**config.mk**
```make
export PLATFORM = sky130hd
export DESIGN_NAME = vga_timing_gen
export DESIGN_NICKNAME = d
export VERILOG_FILES = /design/src/rtl/vga_pkg.sv /design/src/rtl/vga_delay_line.sv /design/src/rtl/vga_timing_gen.sv
export SDC_FILE = /design/constraint.sdc
export NUM_CORES = 1
export LEC_CHECK = 0
export CORE_ASPECT_RATIO = 0.75
export CORE_MARGIN = 4
export CORE_UTILIZATION = 25
export CTS_CLUSTER_SIZE = 14
export DETAILED_ROUTE_END_ITERATION = 16
export GPL_ROUTABILITY_DRIVEN = 0
export GPL_TIMING_DRIVEN = 1
export SLEW_MARGIN = 20
export SYNTH_ARGS = -nofsm -noshare
export SYNTH_HDL_FRONTEND = slang
export SYNTH_SLANG_ARGS = --single-unit
```
**constraint.sdc**
```tcl
create_clock -name clk -period 2.9 [get_ports clk]
set_input_delay 0.29 -clock clk [delete_from_list [all_inputs] [get_ports clk]]
set_output_delay 0.29 -clock clk [all_outputs]
set_load 0.005 [all_outputs]
```
**src/rtl/vga_pkg.sv**
```systemverilog
// rtl/vga_pkg.sv - timing descriptors, mode constants and period helpers for the VGA raster timer
package vga_pkg;

  typedef struct packed {
    logic [15:0] h_pixels;
    logic [15:0] h_fp;
    logic [15:0] h_pulse;
    logic [15:0] h_bp;
    logic        h_pol;
    logic [15:0] v_pixels;
    logic [15:0] v_fp;
    logic [15:0] v_pulse;
    logic [15:0] v_bp;
    logic        v_pol;
  } timing_t;

  localparam timing_t VGA_640x480 = '{
    h_pixels: 16'd640, h_fp: 16'd16, h_pulse: 16'd96, h_bp: 16'd48, h_pol: 1'b0,
    v_pixels: 16'd480, v_fp: 16'd10, v_pulse: 16'd2,  v_bp: 16'd33, v_pol: 1'b0
  };

  localparam timing_t VGA_800x600_40M = '{
    h_pixels: 16'd800, h_fp: 16'd40, h_pulse: 16'd128, h_bp: 16'd88, h_pol: 1'b1,
    v_pixels: 16'd600, v_fp: 16'd1,  v_pulse: 16'd4,   v_bp: 16'd23, v_pol: 1'b1
  };

  localparam timing_t TINY_8x4 = '{
    h_pixels: 16'd8, h_fp: 16'd2, h_pulse: 16'd3, h_bp: 16'd1, h_pol: 1'b1,
    v_pixels: 16'd4, v_fp: 16'd1, v_pulse: 16'd1, v_bp: 16'd1, v_pol: 1'b1
  };

  function automatic int h_period(timing_t t);
    return int'(t.h_pixels) + int'(t.h_fp) + int'(t.h_pulse) + int'(t.h_bp);
  endfunction

  function automatic int v_period(timing_t t);
    return int'(t.v_pixels) + int'(t.v_fp) + int'(t.v_pulse) + int'(t.v_bp);
  endfunction

  function automatic int h_sync_start(timing_t t);
    return int'(t.h_pixels) + int'(t.h_fp);
  endfunction

  function automatic int h_sync_end(timing_t t);
    return h_sync_start(t) + int'(t.h_pulse);
  endfunction

  function automatic int v_sync_start(timing_t t);
    return int'(t.v_pixels) + int'(t.v_fp);
  endfunction

  function automatic int v_sync_end(timing_t t);
    return v_sync_start(t) + int'(t.v_pulse);
  endfunction

  function automatic int max2(int a, int b);
    return (a > b) ? a : b;
  endfunction

  // One counter width serves both axes of both modes.
  function automatic int cnt_width(timing_t a, timing_t b);
    int m;
    m = max2(max2(h_period(a), v_period(a)), max2(h_period(b), v_period(b)));
    return (m < 2) ? 1 : $clog2(m);
  endfunction

  function automatic bit fields_ok(timing_t t);
    return (t.h_pixels >= 16'd1) && (t.h_fp >= 16'd1) && (t.h_pulse >= 16'd1) &&
           (t.h_bp >= 16'd1) && (t.v_pixels >= 16'd1) && (t.v_fp >= 16'd1) &&
           (t.v_pulse >= 16'd1) && (t.v_bp >= 16'd1);
  endfunction

  function automatic bit fits(timing_t t, int col_width, int row_width);
    return (int'(t.h_pixels) <= (1 << col_width)) && (int'(t.v_pixels) <= (1 << row_width));
  endfunction

endpackage

```
**src/rtl/vga_delay_line.sv**
```systemverilog
// rtl/vga_delay_line.sv - resettable shift register with a per-bit reset value
module vga_delay_line #(
  parameter int           W       = 1,
  parameter int           DEPTH   = 1,
  parameter logic [W-1:0] RST_VAL = '0
) (
  input  logic         clk,
  input  logic         reset,
  input  logic [W-1:0] data,
  output logic [W-1:0] q
);

  logic [W-1:0] stage [DEPTH];

  always_ff @(posedge clk) begin
    if (reset) begin
      for (int i = 0; i < DEPTH; i++) stage[i] <= RST_VAL;
    end else begin
      stage[0] <= data;
      for (int i = 1; i < DEPTH; i++) stage[i] <= stage[i-1];
    end
  end

  assign q = stage[DEPTH-1];

endmodule

```
**src/rtl/vga_timing_gen.sv**
```systemverilog
// rtl/vga_timing_gen.sv - two-mode VGA raster timer with a fetch port leading the display port
module vga_timing_gen
  import vga_pkg::*;
#(
  parameter int      COL_WIDTH = 10,
  parameter int      ROW_WIDTH = 9,
  parameter timing_t MODE_A    = VGA_640x480,
  parameter timing_t MODE_B    = VGA_640x480,
  parameter int      LEAD      = 2
) (
  input  logic                 clk,
  input  logic                 reset,
  input  logic                 mode_sel,
  output logic                 mode_active,
  output logic                 fetch_valid,
  output logic [COL_WIDTH-1:0] fetch_col,
  output logic [ROW_WIDTH-1:0] fetch_row,
  output logic                 h_sync,
  output logic                 v_sync,
  output logic                 disp_ena,
  output logic [COL_WIDTH-1:0] col,
  output logic [ROW_WIDTH-1:0] row,
  output logic                 end_line,
  output logic                 end_frame,
  output logic                 start_frame
);

  if (LEAD < 1 || LEAD > 8) begin : g_bad_lead
    $error("vga_timing_gen: LEAD must be within 1..8");
  end
  if (!fields_ok(MODE_A) || !fields_ok(MODE_B)) begin : g_bad_fields
    $error("vga_timing_gen: every pixel/porch/pulse field must be at least 1");
  end
  if (!fits(MODE_A, COL_WIDTH, ROW_WIDTH) || !fits(MODE_B, COL_WIDTH, ROW_WIDTH)) begin : g_bad_fit
    $error("vga_timing_gen: visible area exceeds COL_WIDTH/ROW_WIDTH");
  end

  localparam int CW = cnt_width(MODE_A, MODE_B);
  typedef logic [CW-1:0] cnt_t;

  localparam cnt_t A_H_PIX  = cnt_t'(int'(MODE_A.h_pixels));
  localparam cnt_t A_H_LV   = cnt_t'(int'(MODE_A.h_pixels) - 1);
  localparam cnt_t A_H_SS   = cnt_t'(h_sync_start(MODE_A));
  localparam cnt_t A_H_SE   = cnt_t'(h_sync_end(MODE_A));
  localparam cnt_t A_H_LAST = cnt_t'(h_period(MODE_A) - 1);
  localparam cnt_t A_V_PIX  = cnt_t'(int'(MODE_A.v_pixels));
  localparam cnt_t A_V_LV   = cnt_t'(int'(MODE_A.v_pixels) - 1);
  localparam cnt_t A_V_SS   = cnt_t'(v_sync_start(MODE_A));
  localparam cnt_t A_V_SE   = cnt_t'(v_sync_end(MODE_A));
  localparam cnt_t A_V_LAST = cnt_t'(v_period(MODE_A) - 1);

  localparam cnt_t B_H_PIX  = cnt_t'(int'(MODE_B.h_pixels));
  localparam cnt_t B_H_LV   = cnt_t'(int'(MODE_B.h_pixels) - 1);
  localparam cnt_t B_H_SS   = cnt_t'(h_sync_start(MODE_B));
  localparam cnt_t B_H_SE   = cnt_t'(h_sync_end(MODE_B));
  localparam cnt_t B_H_LAST = cnt_t'(h_period(MODE_B) - 1);
  localparam cnt_t B_V_PIX  = cnt_t'(int'(MODE_B.v_pixels));
  localparam cnt_t B_V_LV   = cnt_t'(int'(MODE_B.v_pixels) - 1);
  localparam cnt_t B_V_SS   = cnt_t'(v_sync_start(MODE_B));
  localparam cnt_t B_V_SE   = cnt_t'(v_sync_end(MODE_B));
  localparam cnt_t B_V_LAST = cnt_t'(v_period(MODE_B) - 1);

  typedef struct packed {
    logic                 vis;
    logic [COL_WIDTH-1:0] col;
    logic [ROW_WIDTH-1:0] row;
    logic                 h_sync;
    logic                 v_sync;
    logic                 end_line;
    logic                 end_frame;
    logic                 start_frame;
  } stage_t;

  localparam int SW = $bits(stage_t);
  localparam stage_t STAGE_RST = '{
    vis: 1'b0, col: '0, row: '0,
    h_sync: ~MODE_A.h_pol, v_sync: ~MODE_A.v_pol,
    end_line: 1'b0, end_frame: 1'b0, start_frame: 1'b0
  };

  cnt_t h_cnt, v_cnt;
  logic mode;

  cnt_t h_pix, h_lv, h_ss, h_se, h_last;
  cnt_t v_pix, v_lv, v_ss, v_se, v_last;
  logic h_pol, v_pol;

  always_comb begin
    h_pix  = A_H_PIX;  h_lv = A_H_LV; h_ss = A_H_SS; h_se = A_H_SE; h_last = A_H_LAST;
    v_pix  = A_V_PIX;  v_lv = A_V_LV; v_ss = A_V_SS; v_se = A_V_SE; v_last = A_V_LAST;
    h_pol  = MODE_A.h_pol;
    v_pol  = MODE_A.v_pol;
    if (mode) begin
      h_pix = B_H_PIX; h_lv = B_H_LV; h_ss = B_H_SS; h_se = B_H_SE; h_last = B_H_LAST;
      v_pix = B_V_PIX; v_lv = B_V_LV; v_ss = B_V_SS; v_se = B_V_SE; v_last = B_V_LAST;
      h_pol = MODE_B.h_pol;
      v_pol = MODE_B.v_pol;
    end
  end

  logic line_wrap, frame_last_line;
  assign line_wrap       = (h_cnt == h_last);
  assign frame_last_line = (v_cnt == v_last);

  // The mode register only loads on the frame wrap, so a frame always runs with one timing set.
  always_ff @(posedge clk) begin
    if (reset) begin
      h_cnt <= '0;
      v_cnt <= '0;
      mode  <= 1'b0;
    end else if (line_wrap) begin
      h_cnt <= '0;
      if (frame_last_line) begin
        v_cnt <= '0;
        mode  <= mode_sel;
      end else begin
        v_cnt <= v_cnt + cnt_t'(1);
      end
    end else begin
      h_cnt <= h_cnt + cnt_t'(1);
    end
  end

  logic h_vis, v_vis;
  assign h_vis       = (h_cnt < h_pix);
  assign v_vis       = (v_cnt < v_pix);
  assign fetch_valid = h_vis && v_vis;
  assign fetch_col   = COL_WIDTH'(h_cnt);
  assign fetch_row   = ROW_WIDTH'(v_cnt);
  assign mode_active = mode;

  logic [COL_WIDTH-1:0] last_col;
  logic [ROW_WIDTH-1:0] last_row;
  stage_t fetch_stage, disp_stage;
  logic [SW-1:0] disp_bits;

  // Coordinates are held here, ahead of the pipeline, so the pipeline itself stays a plain shift.
  always_comb begin
    fetch_stage.vis         = fetch_valid;
    fetch_stage.col         = fetch_valid ? fetch_col : last_col;
    fetch_stage.row         = fetch_valid ? fetch_row : last_row;
    fetch_stage.h_sync      = (h_cnt >= h_ss && h_cnt < h_se) ? h_pol : ~h_pol;
    fetch_stage.v_sync      = (v_cnt >= v_ss && v_cnt < v_se) ? v_pol : ~v_pol;
    fetch_stage.end_line    = v_vis && (h_cnt == h_pix);
    fetch_stage.end_frame   = (h_cnt == h_lv) && (v_cnt == v_lv);
    fetch_stage.start_frame = (h_cnt == '0) && (v_cnt == '0);
  end

  always_ff @(posedge clk) begin
    if (reset) begin
      last_col <= '0;
      last_row <= '0;
    end else begin
      last_col <= fetch_stage.col;
      last_row <= fetch_stage.row;
    end
  end

  vga_delay_line #(
    .W       (SW),
    .DEPTH   (LEAD),
    .RST_VAL (STAGE_RST)
  ) u_disp_pipe (
    .clk   (clk),
    .reset (reset),
    .data  (fetch_stage),
    .q     (disp_bits)
  );

  assign disp_stage  = stage_t'(disp_bits);
  assign disp_ena    = disp_stage.vis;
  assign col         = disp_stage.col;
  assign row         = disp_stage.row;
  assign h_sync      = disp_stage.h_sync;
  assign v_sync      = disp_stage.v_sync;
  assign end_line    = disp_stage.end_line;
  assign end_frame   = disp_stage.end_frame;
  assign start_frame = disp_stage.start_frame;

endmodule
```
-- Yosys cells after proc, flatten, opt, wreduce, memory -nomap -nowiden
Memory sizes are Yosys's and may differ from the RTL's.
Cells that the tools add are included.
W data, S select, Z words.
- output and inout port bits: 46
- input bits: 3
- latch bits: 0
- word-level logic and storage cells: 41
- memory bits (read-only): 0
- bits in writable memories: 50
- memories: 1
- bits in registers: 40
- memories (memory ; words ; width ; rd ports ; clocked after memory_dff ; write ports ; line ; text):
    u_disp_pipe.stage ; 2 ; 25 ; 2 ; 0 ; 2 ; vga_delay_line.sv:13 ; logic [W-1:0] stage [DEPTH];
- shifts and indexed selects: 0
- multiplexer cells: 10
- $lt $le $gt $ge: 6
- multiply operators: 0
- div/mod/pow operators: 0
- add/sub/neg operators: 2
- reduce and logical (&&, ||, !) cells: 10
- equality and inequality tests: 5
- bitwise logic cells: 2
- operators with widths (operator ; number):
    $mux W25 ; 2
    $eq A10 B10 Y1 const B ; 4
    $add A10 B1 Y10 const B ; 2
    $logic_not A10 Y1 ; 2
    $lt A10 B10 Y1 const B ; 2
    $lt A10 B9 Y1 const B ; 2
    $mux W10 ; 2
    $eq A10 B9 Y1 const B ; 1
    $ge A10 B10 Y1 const B ; 1
    $ge A10 B9 Y1 const B ; 1
    $mux W9 ; 1
    $logic_and A1 B1 Y1 ; 6
    $mux W1 ; 5
    $or A1 B1 Y1 ; 2
    $reduce_and A2 Y1 ; 1
    $reduce_or A2 Y1 ; 1

-- Longest topological paths before layout
Gate-level depths: netlist (run 1).
- word-level depth: 4
- gate-level depth with buffers: 7
- depth with buffers taken out: 6

-- Modules after synthesis
From an unflattened synthesis (run 1), not the netlist that was laid out.
- cell total of the unflattened synthesis: 358
- area total of the unflattened synthesis: 3669.8 µm²
- by module, submodules not included (module ; seq. area each (µm²) ; cells an instance ; area an instance (µm²) ; instances):
    vga_timing_gen ; 800.8 ; 228 ; 2137.0 ; 1
    vga_delay_line ; 1001.0 ; 130 ; 1532.7 ; 1

-- Worst setup path after synthesis (run 1)
Ideal clock, no wire load.
- path type: flip-flop to flip-flop
- from: register h_cnt[0] (netlist: fetch_col[0])
- to: register v_cnt[8]
- clock period less this slack: 2.069 ns
- stages on the path, launching flop included: 7
- library setup time: 0.070 ns
- arrival time: 1.999 ns
- slack: 0.831 ns
- required time: 2.830 ns
- path buffers: 1
- cell sequence: dfxtp_1 > ha_1 > nand4_2 > or3_1 > buf_6 > or4_1 > a21oi_1
- word-level cells in the longest chain between the ends: 1
- ends and longest elaborated chain (element ; line ; text):
    start: declaration ; vga_timing_gen.sv:81 ; cnt_t h_cnt, v_cnt;
    start signal: assignment ; vga_timing_gen.sv:120 ; h_cnt <= h_cnt + cnt_t'(1);
    $eq A10 B10 Y1 ; vga_timing_gen.sv:102 ; assign line_wrap = (h_cnt == h_last);
    end signal: assignment ; vga_timing_gen.sv:117 ; v_cnt <= v_cnt + cnt_t'(1);
    end: declaration ; vga_timing_gen.sv:81 ;
No other way between the ends.
A chain may end at the register's enable or synchronous reset.

-- Final worst setup path (run 1)
- from: register h_cnt[1] (netlist: fetch_col[1])
- to: register v_cnt[8]
Same word-level chain as after synthesis.

==> results of run 1 <==
==> cells in the mapped netlist, types with 2 or more instances <==
library cell,number
sky130_fd_sc_hd__nand4_1,6
sky130_fd_sc_hd__nor2b_1,26
sky130_fd_sc_hd__nand2_1,7
sky130_fd_sc_hd__ha_1,4
sky130_fd_sc_hd__and3_1,2
sky130_fd_sc_hd__buf_2,2
sky130_fd_sc_hd__nor3_1,7
sky130_fd_sc_hd__xnor2_1,9
sky130_fd_sc_hd__buf_4,35
sky130_fd_sc_hd__nor4_1,8
sky130_fd_sc_hd__xor2_1,4
sky130_fd_sc_hd__inv_1,9
sky130_fd_sc_hd__or4_1,2
sky130_fd_sc_hd__o22a_1,13
sky130_fd_sc_hd__dfxtp_1,71
sky130_fd_sc_hd__and3_2,2
sky130_fd_sc_hd__a2bb2oi_1,5
sky130_fd_sc_hd__nand3b_1,2
sky130_fd_sc_hd__nand3_1,10
sky130_fd_sc_hd__nor2_1,19
sky130_fd_sc_hd__or3_1,2
sky130_fd_sc_hd__buf_6,2
sky130_fd_sc_hd__o211ai_1,2
sky130_fd_sc_hd__a21oi_1,5
sky130_fd_sc_hd__and4_1,3
sky130_fd_sc_hd__or2_2,3
sky130_fd_sc_hd__clkbuf_1,4
sky130_fd_sc_hd__o21ai_0,4
==> state kept, by name, indices dropped and copies added, names as in the netlist <==
register	count
v_cnt	10
last_col	9
fetch_col	10
last_row	8
u_disp_pipe.stage	33
mode_active	1
==> per-stage QoR <==
stage	power, µW	instance area, µm²	util
2_1_floorplan	1047	2779	-
3_3_place_gp	1073	3142	0.2882
3_5_place_dp	1073	3142	0.2882
4_1_cts	2316	3486	0.3198
5_1_grt	2362	3486	0.3198
6_report	2284	3486	0.3198
==> metal layers <==
| layer | track usage | vias up | routed length (µm) | share of wire |
|---|---|---|---|---|
| met5 | 0 | - | 0 | 0 |
| met4 | 0.03594 | 0 | 102 | 0.016 |
| met3 | 0.05153 | 9 | 521 | 0.083 |
| met2 | 0.1335 | 57 | 2576 | 0.41 |
| met1 | 0.1478 | 914 | 3079 | 0.49 |
| li1 | - | 955 | - | - |
==> critical path, cell delays in order, from the launching register on <==
cell and delay [ns]:
sky130_fd_sc_hd__dfxtp_1 0.41, sky130_fd_sc_hd__ha_1 0.25, sky130_fd_sc_hd__nand4_2 0.27, sky130_fd_sc_hd__or3_1 0.60, sky130_fd_sc_hd__or4_1 0.54, sky130_fd_sc_hd__a21oi_1 0.15
==> layout make-up <==
| class | instances | area [µm²] |
|---|---|---|
| fill | 1143 | 7415 |
| sequential | 71 | 1421 |
| clock inverter | 2 | 60.06 |
| clock buffer | 14 | 284.0 |
| tap | 140 | 175.2 |
| timing repair buffer | 51 | 503.0 |
| inverter | 9 | 33.78 |
| multi-input combinational | 153 | 1008 |
==> path summary, 6_finish.rpt <==
kind                                         end  depth (start not counted)
max                        v_cnt[8]$_SDFFE_PP0N_                          5
min          u_disp_pipe.stage[0][29]$_SDFF_PP1_                          1
max reg2reg                v_cnt[8]$_SDFFE_PP0N_                          5
min reg2reg  u_disp_pipe.stage[0][29]$_SDFF_PP1_                          1
==> where the power goes <==
part	internal [µW]	total (µW)	switching, µW
logic	26.9	57.2	30.2
registers	988	995	7.62
clock network	846	1230	385
==> cells by family (layout without fill, tap and decap cells) <==
group           count (synthesis)  in the layout  share of synthesized area
fa+ha+maj                       4              4                    0.01801
compound gates                 32             32                    0.08735
xor+xnor                       13             13                    0.04097
flops                          71             71                     0.5115
buf+inv                        53             76                     0.1256
mux                             1              1                   0.003602
simple gates                  103            103                     0.2130
==> flow_summary.rst, run 1 <==
.. list-table::
   :header-rows: 1

   * - Metric
     - Value
   * - Minimum hold slack
     - 0.4090 ns
   * - Number of global-route vias before repair
     - 1,874
   * - Fmax
     - 434.3 MHz
   * - Number of I/O pins
     - 49
   * - Arrival time at the worst endpoint
     - 2.55 ns
   * - Clock tree from TritonCTS
     - built
   * - Number of nets in the finished design
     - 302
   * - Die Y
     - 99.31 µm
   * - CTS Root Cell
     - sky130_fd_sc_hd__clkbuf_16
   * - Placed Cells
     - 424
   * - CTS HTree Levels
     - 3
   * - Number of warnings issued by yosys
     - 0
   * - Share of the synthesized area in the top cell type
     - 0.5115
   * - Area of the core
     - 10,900 µm²
   * - Type of destination of the critical path
     - register
   * - Final non-filler cell total
     - 440
   * - Leading cell types in the layout, fill and taps excluded
     - sky130_fd_sc_hd__dfxtp_1, sky130_fd_sc_hd__clkdlybuf4s50_1, sky130_fd_sc_hd__nor2b_1, sky130_fd_sc_hd__nor2_1, sky130_fd_sc_hd__o22a_1
   * - Area growth syn-to-layout
     - 25.44%
   * - Avg Vias per Cell
     - 4.398
   * - Crit Path Max Fanout
     - 10
   * - Setup WS post-layout
     - 0.5977 ns
   * - Cts-stage hold buffer count
     - 0
   * - Synthesized Nets
     - 284
   * - Result of the run
     - finished clean
   * - Total vias in the final route
     - 1,935
   * - Area contributors post-synth
     - sky130_fd_sc_hd__dfxtp_1, sky130_fd_sc_hd__buf_4, sky130_fd_sc_hd__nor2b_1
   * - Synthesized instance count
     - 277
   * - Min Tclk post-route
     - 2.302 ns
   * - Maximum number of pins on one net before global-route repair
     - 26
   * - Slew at the pin closest to its max-slew limit
     - 0.8464 ns
   * - Critical path class
     - reg2reg
   * - Static Leakage
     - 0.001335 µW
   * - Class of the worst hold path
     - reg2reg
   * - Max Clock Skew
     - 0.004963 ns
   * - Total Neg Setup Slack
     - 0 ns
   * - Share of layout cells above drive strength 1
     - 0.08667
   * - Share of synthesized flip-flops with an asynchronous set or reset
     - 0
   * - Launch instance of the worst min-delay path
     - u_disp_pipe.stage[0][4]$_SDFF_PP1_
   * - Clock sink count
     - 71
   * - Flip-flop and latch count after synthesis
     - 71
   * - Most common library cell in the layout ignoring fill and taps
     - sky130_fd_sc_hd__dfxtp_1
   * - Detailed-router iteration count before antenna repair
     - 4
   * - Remaining antenna violation count after routing
     - 0
   * - Clock buffer count from CTS
     - 9
   * - Number of antenna violations at the first check in global routing
     - 0
   * - Total routed wirelength
     - 6280 µm
   * - CP startpoint
     - fetch_col[1]$_SDFF_PP0_
   * - Routed wire length per instance
     - 14.27 µm
   * - FF-to-FF Start
     - fetch_col[1]$_SDFF_PP0_
   * - First-pass GRT wire length
     - 10,210 µm
   * - Initial standard-cell utilization of the core
     - 0.2549
   * - Number of enable-type register cells in the synthesized netlist
     - 0
   * - Count of pins over their slew limit
     - 0
   * - Diodes inserted
     - 0
   * - IO Port Bufs
     - 48
   * - Cell type with the highest aggregate area in the netlist
     - sky130_fd_sc_hd__dfxtp_1
   * - Die W
     - 129.7 µm
   * - Hold Fails Final Rpt
     - 0
   * - Distinct cells, synth
     - 37
   * - Final HPWL from detailed placement
     - 4389 µm
   * - Required @ worst endpoint
     - 3.15 ns
   * - Setup repair after global routing missed its margin
     - false
   * - Top FF cell, synth
     - sky130_fd_sc_hd__dfxtp_1
   * - Number of buffers on the longest clock path
     - 2
   * - Pwr Density
     - 655.2 nW/µm²
   * - Max Cap Viol
     - 0
   * - Worst slew margin relative to its limit
     - 0.4305
   * - Worst reg2reg setup slack
     - 0.60 ns
   * - Number of DRC violations after detailed routing
     - 0
   * - Postcts setup bufs
     - 0
   * - Post-CTS clock slew at the launch and capture registers of the worst setup and hold paths
     - 0.05 ns
   * - Number of cells upsized or downsized after cts
     - 0
   * - Highest ir drop seen on vdd
     - 0.4355 mV
   * - Sequential fraction of the synthesis area
     - 0.5115
   * - Starting DRT DRC Count
     - 97
   * - Grt total ovfl
     - 0
   * - Full die area
     - 12,880 µm²
   * - Ratio of final minimum period to clock period
     - 0.7939
   * - Overall Global Routing Usage
     - 0.1037
   * - Average cell area after synthesis
     - 10.03 µm²
   * - Worst Setup Slack post-DPL
     - 0.6361 ns
   * - Post-Syn Area
     - 2779 µm²
   * - Count of endpoints failing setup in the final report
     - 0
   * - Worst-skew pair later-pin latency
     - 0.33 ns
   * - Kind of start point of the critical path
     - register
   * - Number of rows created at floorplan
     - 33
(Power assumes the default switching activity.)
==> inputs of run 2 (changes only) <==
==> constraint.sdc (replaced) <==
create_clock -name clk -period 2 [get_ports clk]
set_input_delay 0.2 -clock clk [delete_from_list [all_inputs] [get_ports clk]]
set_output_delay 0.2 -clock clk [all_outputs]
set_load 0.005 [all_outputs]
==> run 2 against run 1 <==
Core utilization grew 1.1 points. Sequential cell count stayed put. Total power up 33%. Largest power group unchanged. Highest routed layer unchanged.
==> flow_summary.rst, run 2 (same netlist as run 1, synthesis figures left out) <==
.. list-table::
   :header-rows: 1

   * - Metric
     - Value
   * - Result of the run
     - finished clean (unchanged)
   * - Minimum hold slack
     - 0.4232 ns (was 0.4090 ns)
   * - Total Neg Setup Slack
     - 0 ns (unchanged)
   * - Cells along the critical path
     - a41oi_2 -> nand2_1 -> inv_2 -> clkdlybuf4s50_1 (was ha_1 -> nand4_2 -> or3_1 -> or4_1 -> a21oi_1)
   * - Static Leakage
     - 0.001409 µW (was 0.001335 µW)
   * - Maximum number of pins on one net before global-route repair
     - 20 (was 26)
   * - FF-to-FF Start
     - fetch_col[1]$_SDFF_PP0_ (unchanged)
   * - Setup WS post-layout
     - 0.08713 ns (was 0.5977 ns)
   * - Share of layout cells above drive strength 1
     - 0.1531 (was 0.08667)
   * - Total routed wirelength
     - 6372 µm (was 6280 µm)
   * - Starting DRT DRC Count
     - 71 (was 97)
   * - Worst-skew pair later-pin latency
     - 0.33 ns (about the same)
   * - Worst Setup Slack post-DPL
     - 0.2068 ns (was 0.6361 ns)
   * - Number of rows created at floorplan
     - 33 (unchanged)
   * - Overall Global Routing Usage
     - 0.1047 (was 0.1037)
   * - Number of I/O pins
     - 49 (unchanged)
   * - Max reg flops
     - 33 (unchanged)
   * - First-pass GRT wire length
     - 10,350 µm (was 10,210 µm)
   * - Area growth syn-to-layout
     - 29.76% (was 25.44%)
   * - Count of pins over their slew limit
     - 0 (unchanged)
   * - CTS Root Cell
     - sky130_fd_sc_hd__clkbuf_16 (unchanged)
   * - Launch instance of the worst min-delay path
     - u_disp_pipe.stage[0][4]$_SDFF_PP1_ (unchanged)
   * - Final non-filler cell total
     - 460 (was 440)
   * - Crit Path Max Fanout
     - 8 (was 10)
   * - Stage delay of the slowest cell on the critical path
     - 0.52 ns (was 0.60 ns)
   * - Remaining antenna violation count after routing
     - 0 (unchanged)
   * - Placed Cells
     - 444 (was 424)
   * - Critical path class
     - reg2out (was reg2reg)
   * - IO Port Bufs
     - 48 (unchanged)
   * - Instance area after placement
     - 3313 µm² (was 3142 µm²)
   * - CTS HTree Levels
     - 3 (unchanged)
   * - Grt total ovfl
     - 0 (unchanged)
   * - Arrival time at the worst endpoint
     - 1.71 ns (was 2.55 ns)
   * - Post-route design area
     - 3606 µm² (was 3486 µm²)
   * - Area of the core
     - 10,900 µm² (unchanged)
   * - Count of endpoints failing setup in the final report
     - 0 (unchanged)
   * - Clock buffer count from CTS
     - 9 (unchanged)
   * - Fmax
     - 522.8 MHz
   * - Required @ worst endpoint
     - 1.80 ns (was 3.15 ns)
   * - Number of antenna violations at the first check in global routing
     - 0 (unchanged)
   * - Most flops, register
     - u_disp_pipe.stage (unchanged)
   * - Total buffers and inverters traversed by the critical path
     - 2 (was 0)
   * - Ratio of final minimum period to clock period
     - 0.9564
   * - Worst slew margin relative to its limit
     - 0.7214 (was 0.4305)
   * - Pwr Density
     - 842.0 nW/µm² (was 655.2 nW/µm²)
   * - Detailed-router iteration count before antenna repair
     - 4 (unchanged)
   * - Hold Fails Final Rpt
     - 0 (unchanged)
   * - Initial standard-cell utilization of the core
     - 0.2549 (unchanged)
   * - Post-CTS clock slew at the launch and capture registers of the worst setup and hold paths
     - 0.05 ns (about the same)
   * - Cts-stage hold buffer count
     - 0 (unchanged)
   * - Type of destination of the critical path
     - output port (was register)
   * - Endpoint of the lowest-slack register-to-register path
     - v_cnt[8]$_SDFFE_PP0N_ (unchanged)
   * - Number of buffers on the longest clock path
     - 2 (unchanged)
   * - Worst reg2reg setup slack
     - 0.19 ns (was 0.60 ns)
   * - Number of DRC violations after detailed routing
     - 0 (unchanged)
   * - Max Clock Skew
     - 0.005233 ns (was 0.004963 ns)
   * - Number of nets in the finished design
     - 322 (was 302)
   * - Full die area
     - 12,880 µm² (unchanged)
   * - Cell with the largest stage delay on the worst path
     - sky130_fd_sc_hd__clkdlybuf4s50_1 (was sky130_fd_sc_hd__or3_1)
   * - Clock tree from TritonCTS
     - built (unchanged)
   * - Total vias in the final route
     - 2,007 (was 1,935)
   * - Kind of start point of the critical path
     - register (unchanged)
   * - Most common library cell in the layout ignoring fill and taps
     - sky130_fd_sc_hd__dfxtp_1 (unchanged)
   * - Endpoint with the worst hold slack
     - u_disp_pipe.stage[0][29]$_SDFF_PP1_ (unchanged)
   * - Min Tclk post-route
     - 1.913 ns
   * - Highest ir drop seen on vdd
     - 0.4676 mV (was 0.4355 mV)
   * - Setup repair after global routing missed its margin
     - false (unchanged)
   * - Diodes inserted
     - 0 (unchanged)
   * - Final HPWL from detailed placement
     - 4677 µm (was 4389 µm)
   * - Clock sink count
     - 71 (unchanged)
   * - Routed wire length per instance
     - 13.85 µm (was 14.27 µm)
   * - Leading cell types in the layout, fill and taps excluded
     - sky130_fd_sc_hd__dfxtp_1, sky130_fd_sc_hd__clkdlybuf4s50_1, sky130_fd_sc_hd__nor2b_1, sky130_fd_sc_hd__buf_4, sky130_fd_sc_hd__nor2_1 (was sky130_fd_sc_hd__dfxtp_1, sky130_fd_sc_hd__clkdlybuf4s50_1, sky130_fd_sc_hd__nor2b_1, sky130_fd_sc_hd__nor2_1, sky130_fd_sc_hd__o22a_1)
   * - Slew at the pin closest to its max-slew limit
     - 0.4140 ns (was 0.8464 ns)
   * - Family of cells with the greatest summed delay on the critical path
     - buffers and inverters (was simple AND/OR/NAND/NOR gates)
   * - Number of global-route vias before repair
     - 1,982 (was 1,874)
   * - Hold-critical path depth
     - 1 (unchanged)
   * - Avg Vias per Cell
     - 4.363 (was 4.398)
   * - Path depth of the worst reg2reg path
     - 5 (unchanged)
   * - Die W
     - 129.7 µm (unchanged)
   * - Class of the worst hold path
     - reg2reg (unchanged)
   * - Max Cap Viol
     - 0 (unchanged)
   * - Die Y
     - 99.31 µm (unchanged)
run 2: timing repair:
action | CTS | global route
endpoints found under the setup margin | 1 | 1
pin swaps | 0 | 0
buffers inserted | 0 | 0
gates resized for setup | 1 | 2
run 2: layer usage:
layer,vias up,track usage,routed length [µm]
met2,66,0.1493,2760
met5,-,0,0
met1,928,0.1399,3074
li1,1002,-,-
met3,11,0.04831,450
met4,0,0.03514,88
run 2: cell type report:
| cell class | count | area (µm²) |
|---|---|---|
| Clock buffer | 12 | 256.5 |
| Multi-Input combinational cell | 153 | 1037 |
| Inverter | 9 | 33.78 |
| Fill cell | 1135 | 7295 |
| Timing Repair Buffer | 71 | 653.1 |
| Sequential cell | 71 | 1421 |
| Clock inverter | 4 | 28.78 |
| Tap cell | 140 | 175.2 |
run 2: through the flow:
stage	power, µW	util
after global placement	1570	0.3039
final	3036	0.3308
after CTS	3070	0.3301
after global routing	3153	0.3308
after detailed placement	1568	0.3039
after floorplan	1522	-
run 2: worst reg2reg max path, stage by stage, from the launching register on:
cell and delay [ns]:
sky130_fd_sc_hd__dfxtp_1 0.38, sky130_fd_sc_hd__ha_4 0.18, sky130_fd_sc_hd__nand4_4 0.10, sky130_fd_sc_hd__or3_1 0.41, sky130_fd_sc_hd__or4_1 0.52, sky130_fd_sc_hd__a21oi_1 0.15
run 2: how the worst max path moves through the flow:
stage | from | end | slack (ns) | cells after the start
after global placement | fetch_col[1]$_SDFF_PP0_ | v_cnt[8]$_SDFFE_PP0N_ | 0.24 | 5
after CTS | v_cnt[8]$_SDFFE_PP0N_ | fetch_valid | 0.01 | 4
after global routing | v_cnt[9]$_SDFFE_PP0N_ | fetch_valid | 0.006 | 4
final | v_cnt[9]$_SDFFE_PP0N_ | fetch_valid | 0.09 | 4
after detailed placement | fetch_col[1]$_SDFF_PP0_ | v_cnt[8]$_SDFFE_PP0N_ | 0.21 | 5
after floorplan | fetch_col[0]$_SDFF_PP0_ | v_cnt[8]$_SDFFE_PP0N_ | 0.02 | 6
run 2: where the power goes:
group	switching, µW	internal [µW]
clock network	589	908
registers	7.52	1430
logic	51.2	49.0
total	648	2390
==> inputs of run 3 (changes only) <==
==> constraint.sdc (replaced) <==
create_clock -name clk -period 2.4 [get_ports clk]
set_input_delay 0.24 -clock clk [delete_from_list [all_inputs] [get_ports clk]]
set_output_delay 0.24 -clock clk [all_outputs]
set_load 0.005 [all_outputs]
==> run 3 against run 2 <==
Clock skew about the same. Total power is 11% lower. Core utilization fell by 1.1 points. Non-clock buffer count decreased by 18. Sequential share of layout area grew 1.4 points. Highest routed layer unchanged. Final area down 3.4%.
==> flow_summary.rst, run 3 (same netlist as run 1, synthesis figures left out) <==
.. list-table::
   :header-rows: 1

   * - Metric
     - Value
   * - Hold Fails Final Rpt
     - 0 (unchanged)
   * - Worst-skew pair later-pin latency
     - 0.33 ns (about the same)
   * - FF-to-FF Start
     - fetch_col[0]$_SDFF_PP0_ (was fetch_col[1]$_SDFF_PP0_)
   * - Clock tree from TritonCTS
     - built (unchanged)
   * - Class of the worst hold path
     - reg2reg (unchanged)
   * - Total routed wirelength
     - 6279 µm (was 6372 µm)
   * - Clock buffer count from CTS
     - 9 (unchanged)
   * - Die W
     - 129.7 µm (unchanged)
   * - Total Neg Setup Slack
     - 0 ns (unchanged)
   * - Hold-critical path depth
     - 1 (unchanged)
   * - Crit Path Max Fanout
     - 9 (was 8)
   * - Number of antenna violations at the first check in global routing
     - 0 (unchanged)
   * - Max Cap Viol
     - 0 (unchanged)
   * - Die Y
     - 99.31 µm (unchanged)
   * - Area of combinational cells with multiple inputs
     - 1008 µm² (was 1037 µm²)
   * - Post-CTS clock slew at the launch and capture registers of the worst setup and hold paths
     - 0.05 ns (about the same)
   * - Total vias in the final route
     - 1,914 (was 2,007)
   * - Highest ir drop seen on vdd
     - 0.3648 mV (was 0.4676 mV)
   * - Leading cell types in the layout, fill and taps excluded
     - sky130_fd_sc_hd__dfxtp_1, sky130_fd_sc_hd__clkdlybuf4s50_1, sky130_fd_sc_hd__nor2b_1, sky130_fd_sc_hd__nor2_1, sky130_fd_sc_hd__o22a_1 (was sky130_fd_sc_hd__dfxtp_1, sky130_fd_sc_hd__clkdlybuf4s50_1, sky130_fd_sc_hd__nor2b_1, sky130_fd_sc_hd__buf_4, sky130_fd_sc_hd__nor2_1)
   * - Starting DRT DRC Count
     - 127 (was 71)
   * - Post-layout utilization of the core
     - 0.3194 (was 0.3308)
   * - Critical path class
     - reg2out (unchanged)
   * - Ratio of final minimum period to clock period
     - 0.9197
   * - Postcts setup bufs
     - 0 (unchanged)
   * - IO Port Bufs
     - 48 (unchanged)
   * - Detailed-router iteration count before antenna repair
     - 4 (unchanged)
   * - Most flops, register
     - u_disp_pipe.stage (unchanged)
   * - CTS HTree Levels
     - 3 (unchanged)
   * - Routed wire length per instance
     - 14.21 µm (was 13.85 µm)
   * - Pwr Density
     - 773.9 nW/µm² (was 842.0 nW/µm²)
   * - Avg Vias per Cell
     - 4.330 (was 4.363)
   * - Overall Global Routing Usage
     - 0.1036 (was 0.1047)
   * - Final non-filler cell total
     - 442 (was 460)
   * - Initial standard-cell utilization of the core
     - 0.2549 (unchanged)
   * - Final Total Pwr
     - 2695 µW (was 3036 µW)
   * - Static Leakage
     - 0.001335 µW (was 0.001409 µW)
   * - Clock sink count
     - 71 (unchanged)
   * - Share of layout cells above drive strength 1
     - 0.08940 (was 0.1531)
   * - Min Tclk post-route
     - 2.207 ns
   * - Kind of start point of the critical path
     - register (unchanged)
   * - Number of buffers on the longest clock path
     - 2 (unchanged)
   * - Path depth of the worst reg2reg path
     - 5 (unchanged)
   * - CTS Root Cell
     - sky130_fd_sc_hd__clkbuf_16 (unchanged)
   * - Area growth syn-to-layout
     - 25.30% (was 29.76%)
   * - Slew at the pin closest to its max-slew limit
     - 0.4665 ns (was 0.4140 ns)
   * - Cts-stage hold buffer count
     - 0 (unchanged)
   * - Endpoint with the worst hold slack
     - u_disp_pipe.stage[0][29]$_SDFF_PP1_ (unchanged)
   * - Placed Cells
     - 426 (was 444)
   * - Endpoint of the lowest-slack register-to-register path
     - v_cnt[8]$_SDFFE_PP0N_ (unchanged)
   * - Number of inserted filler cells in the final layout
     - 1,179 (was 1,135)
   * - Number of nets in the finished design
     - 304 (was 322)
   * - Maximum number of pins on one net before global-route repair
     - 32 (was 20)
   * - Flip-flop and latch area
     - 1421 µm² (unchanged)
   * - First-pass GRT wire length
     - 10,130 µm (was 10,350 µm)
   * - Worst reg2reg setup slack
     - 0.30 ns (was 0.19 ns)
   * - Area of the core
     - 10,900 µm² (unchanged)
   * - Arrival time at the worst endpoint
     - 1.97 ns (was 1.71 ns)
   * - Result of the run
     - finished clean (unchanged)
   * - Required @ worst endpoint
     - 2.16 ns (was 1.80 ns)
   * - Number of DRC violations after detailed routing
     - 0 (unchanged)
   * - Full die area
     - 12,880 µm² (unchanged)
   * - Type of destination of the critical path
     - output port (unchanged)
   * - Grt total ovfl
     - 0 (unchanged)
   * - Final HPWL from detailed placement
     - 4447 µm (was 4677 µm)
   * - Setup repair after global routing missed its margin
     - false (unchanged)
   * - Launch instance of the worst min-delay path
     - u_disp_pipe.stage[0][4]$_SDFF_PP1_ (unchanged)
   * - Count of pins over their slew limit
     - 0 (unchanged)
   * - Remaining antenna violation count after routing
     - 0 (unchanged)
   * - Number of rows created at floorplan
     - 33 (unchanged)
   * - Diodes inserted
     - 0 (unchanged)
   * - Max Clock Skew
     - 0.004785 ns (was 0.005233 ns)
   * - Most common library cell in the layout ignoring fill and taps
     - sky130_fd_sc_hd__dfxtp_1 (unchanged)
   * - Number of cells upsized or downsized after cts
     - 0 (was 1)
   * - Max reg flops
     - 33 (unchanged)
   * - Count of endpoints failing setup in the final report
     - 0 (unchanged)
   * - Number of global-route vias before repair
     - 1,809 (was 1,982)
   * - Fmax
     - 453.0 MHz
   * - Number of I/O pins
     - 49 (unchanged)
   * - Worst slew margin relative to its limit
     - 0.6857 (was 0.7214)
run 3: cell count changes in the layout (fill, tap and decap cells not counted), sizes merged:
cell	delta
bufinv	+2
clkbuf	+1
buf	-18
clkinvlp	-2
inv	-1
run 3: layout make-up:
cell class              count  area share
inverters                   9    0.009702
well taps                 140     0.05031
clock buffers              13     0.07474
multi-input cells         153      0.2896
flip-flops and latches     71      0.4082
clock inverters             3     0.01868
repair buffers             53      0.1488
run 3: worst max-delay path by stage:
stage / from / endpoint / cells after the start
2_1_floorplan: fetch_col[0]$_SDFF_PP0_ / v_cnt[8]$_SDFFE_PP0N_ / 6
3_3_place_gp: fetch_col[0]$_SDFF_PP0_ / v_cnt[8]$_SDFFE_PP0N_ / 5
3_5_place_dp: fetch_col[0]$_SDFF_PP0_ / v_cnt[8]$_SDFFE_PP0N_ / 5
4_1_cts: v_cnt[7]$_SDFFE_PP0N_ / fetch_valid / 4
5_1_grt: v_cnt[7]$_SDFFE_PP0N_ / fetch_valid / 4
6_report: v_cnt[7]$_SDFFE_PP0N_ / fetch_valid / 4
run 3: worst max-delay path, stage by stage, from the launching register on:
cell and delay, ns:
sky130_fd_sc_hd__dfxtp_1 0.41, sky130_fd_sc_hd__a41oi_1 0.33, sky130_fd_sc_hd__nand2_1 0.10, sky130_fd_sc_hd__inv_1 0.22, sky130_fd_sc_hd__clkdlybuf4s50_1 0.57
run 3: metrics by stage:
step	worst slack, ns	hold slack, ns	cell area [µm²]
2_1_floorplan	0.3314	0.3843	2779
3_3_place_gp	0.3738	0.4004	3157
3_5_place_dp	0.3330	0.4039	3157
4_1_cts	0.1893	0.4167	3482
5_1_grt	0.07252	0.4387	3482
6_report	0.1927	0.4130	3482
run 3: metal layers:
metal | vias to the layer above | global-route usage | share of wire
met5 | - | 0 | 0
met4 | 0 | 0.03674 | 0.015
met3 | 7 | 0.05153 | 0.073
met2 | 51 | 0.1350 | 0.40
met1 | 896 | 0.1458 | 0.51
li1 | 960 | - | -
run 3: power by group:
group / total [µW] / internal, µW / switching [µW] / leakage, µW
Combinational: 68.8 / 32.5 / 36.3 / 0.000601
Sequential: 1200 / 1190 / 8.71 / 0.000574
Clock: 1420 / 964 / 460 / 0.000160
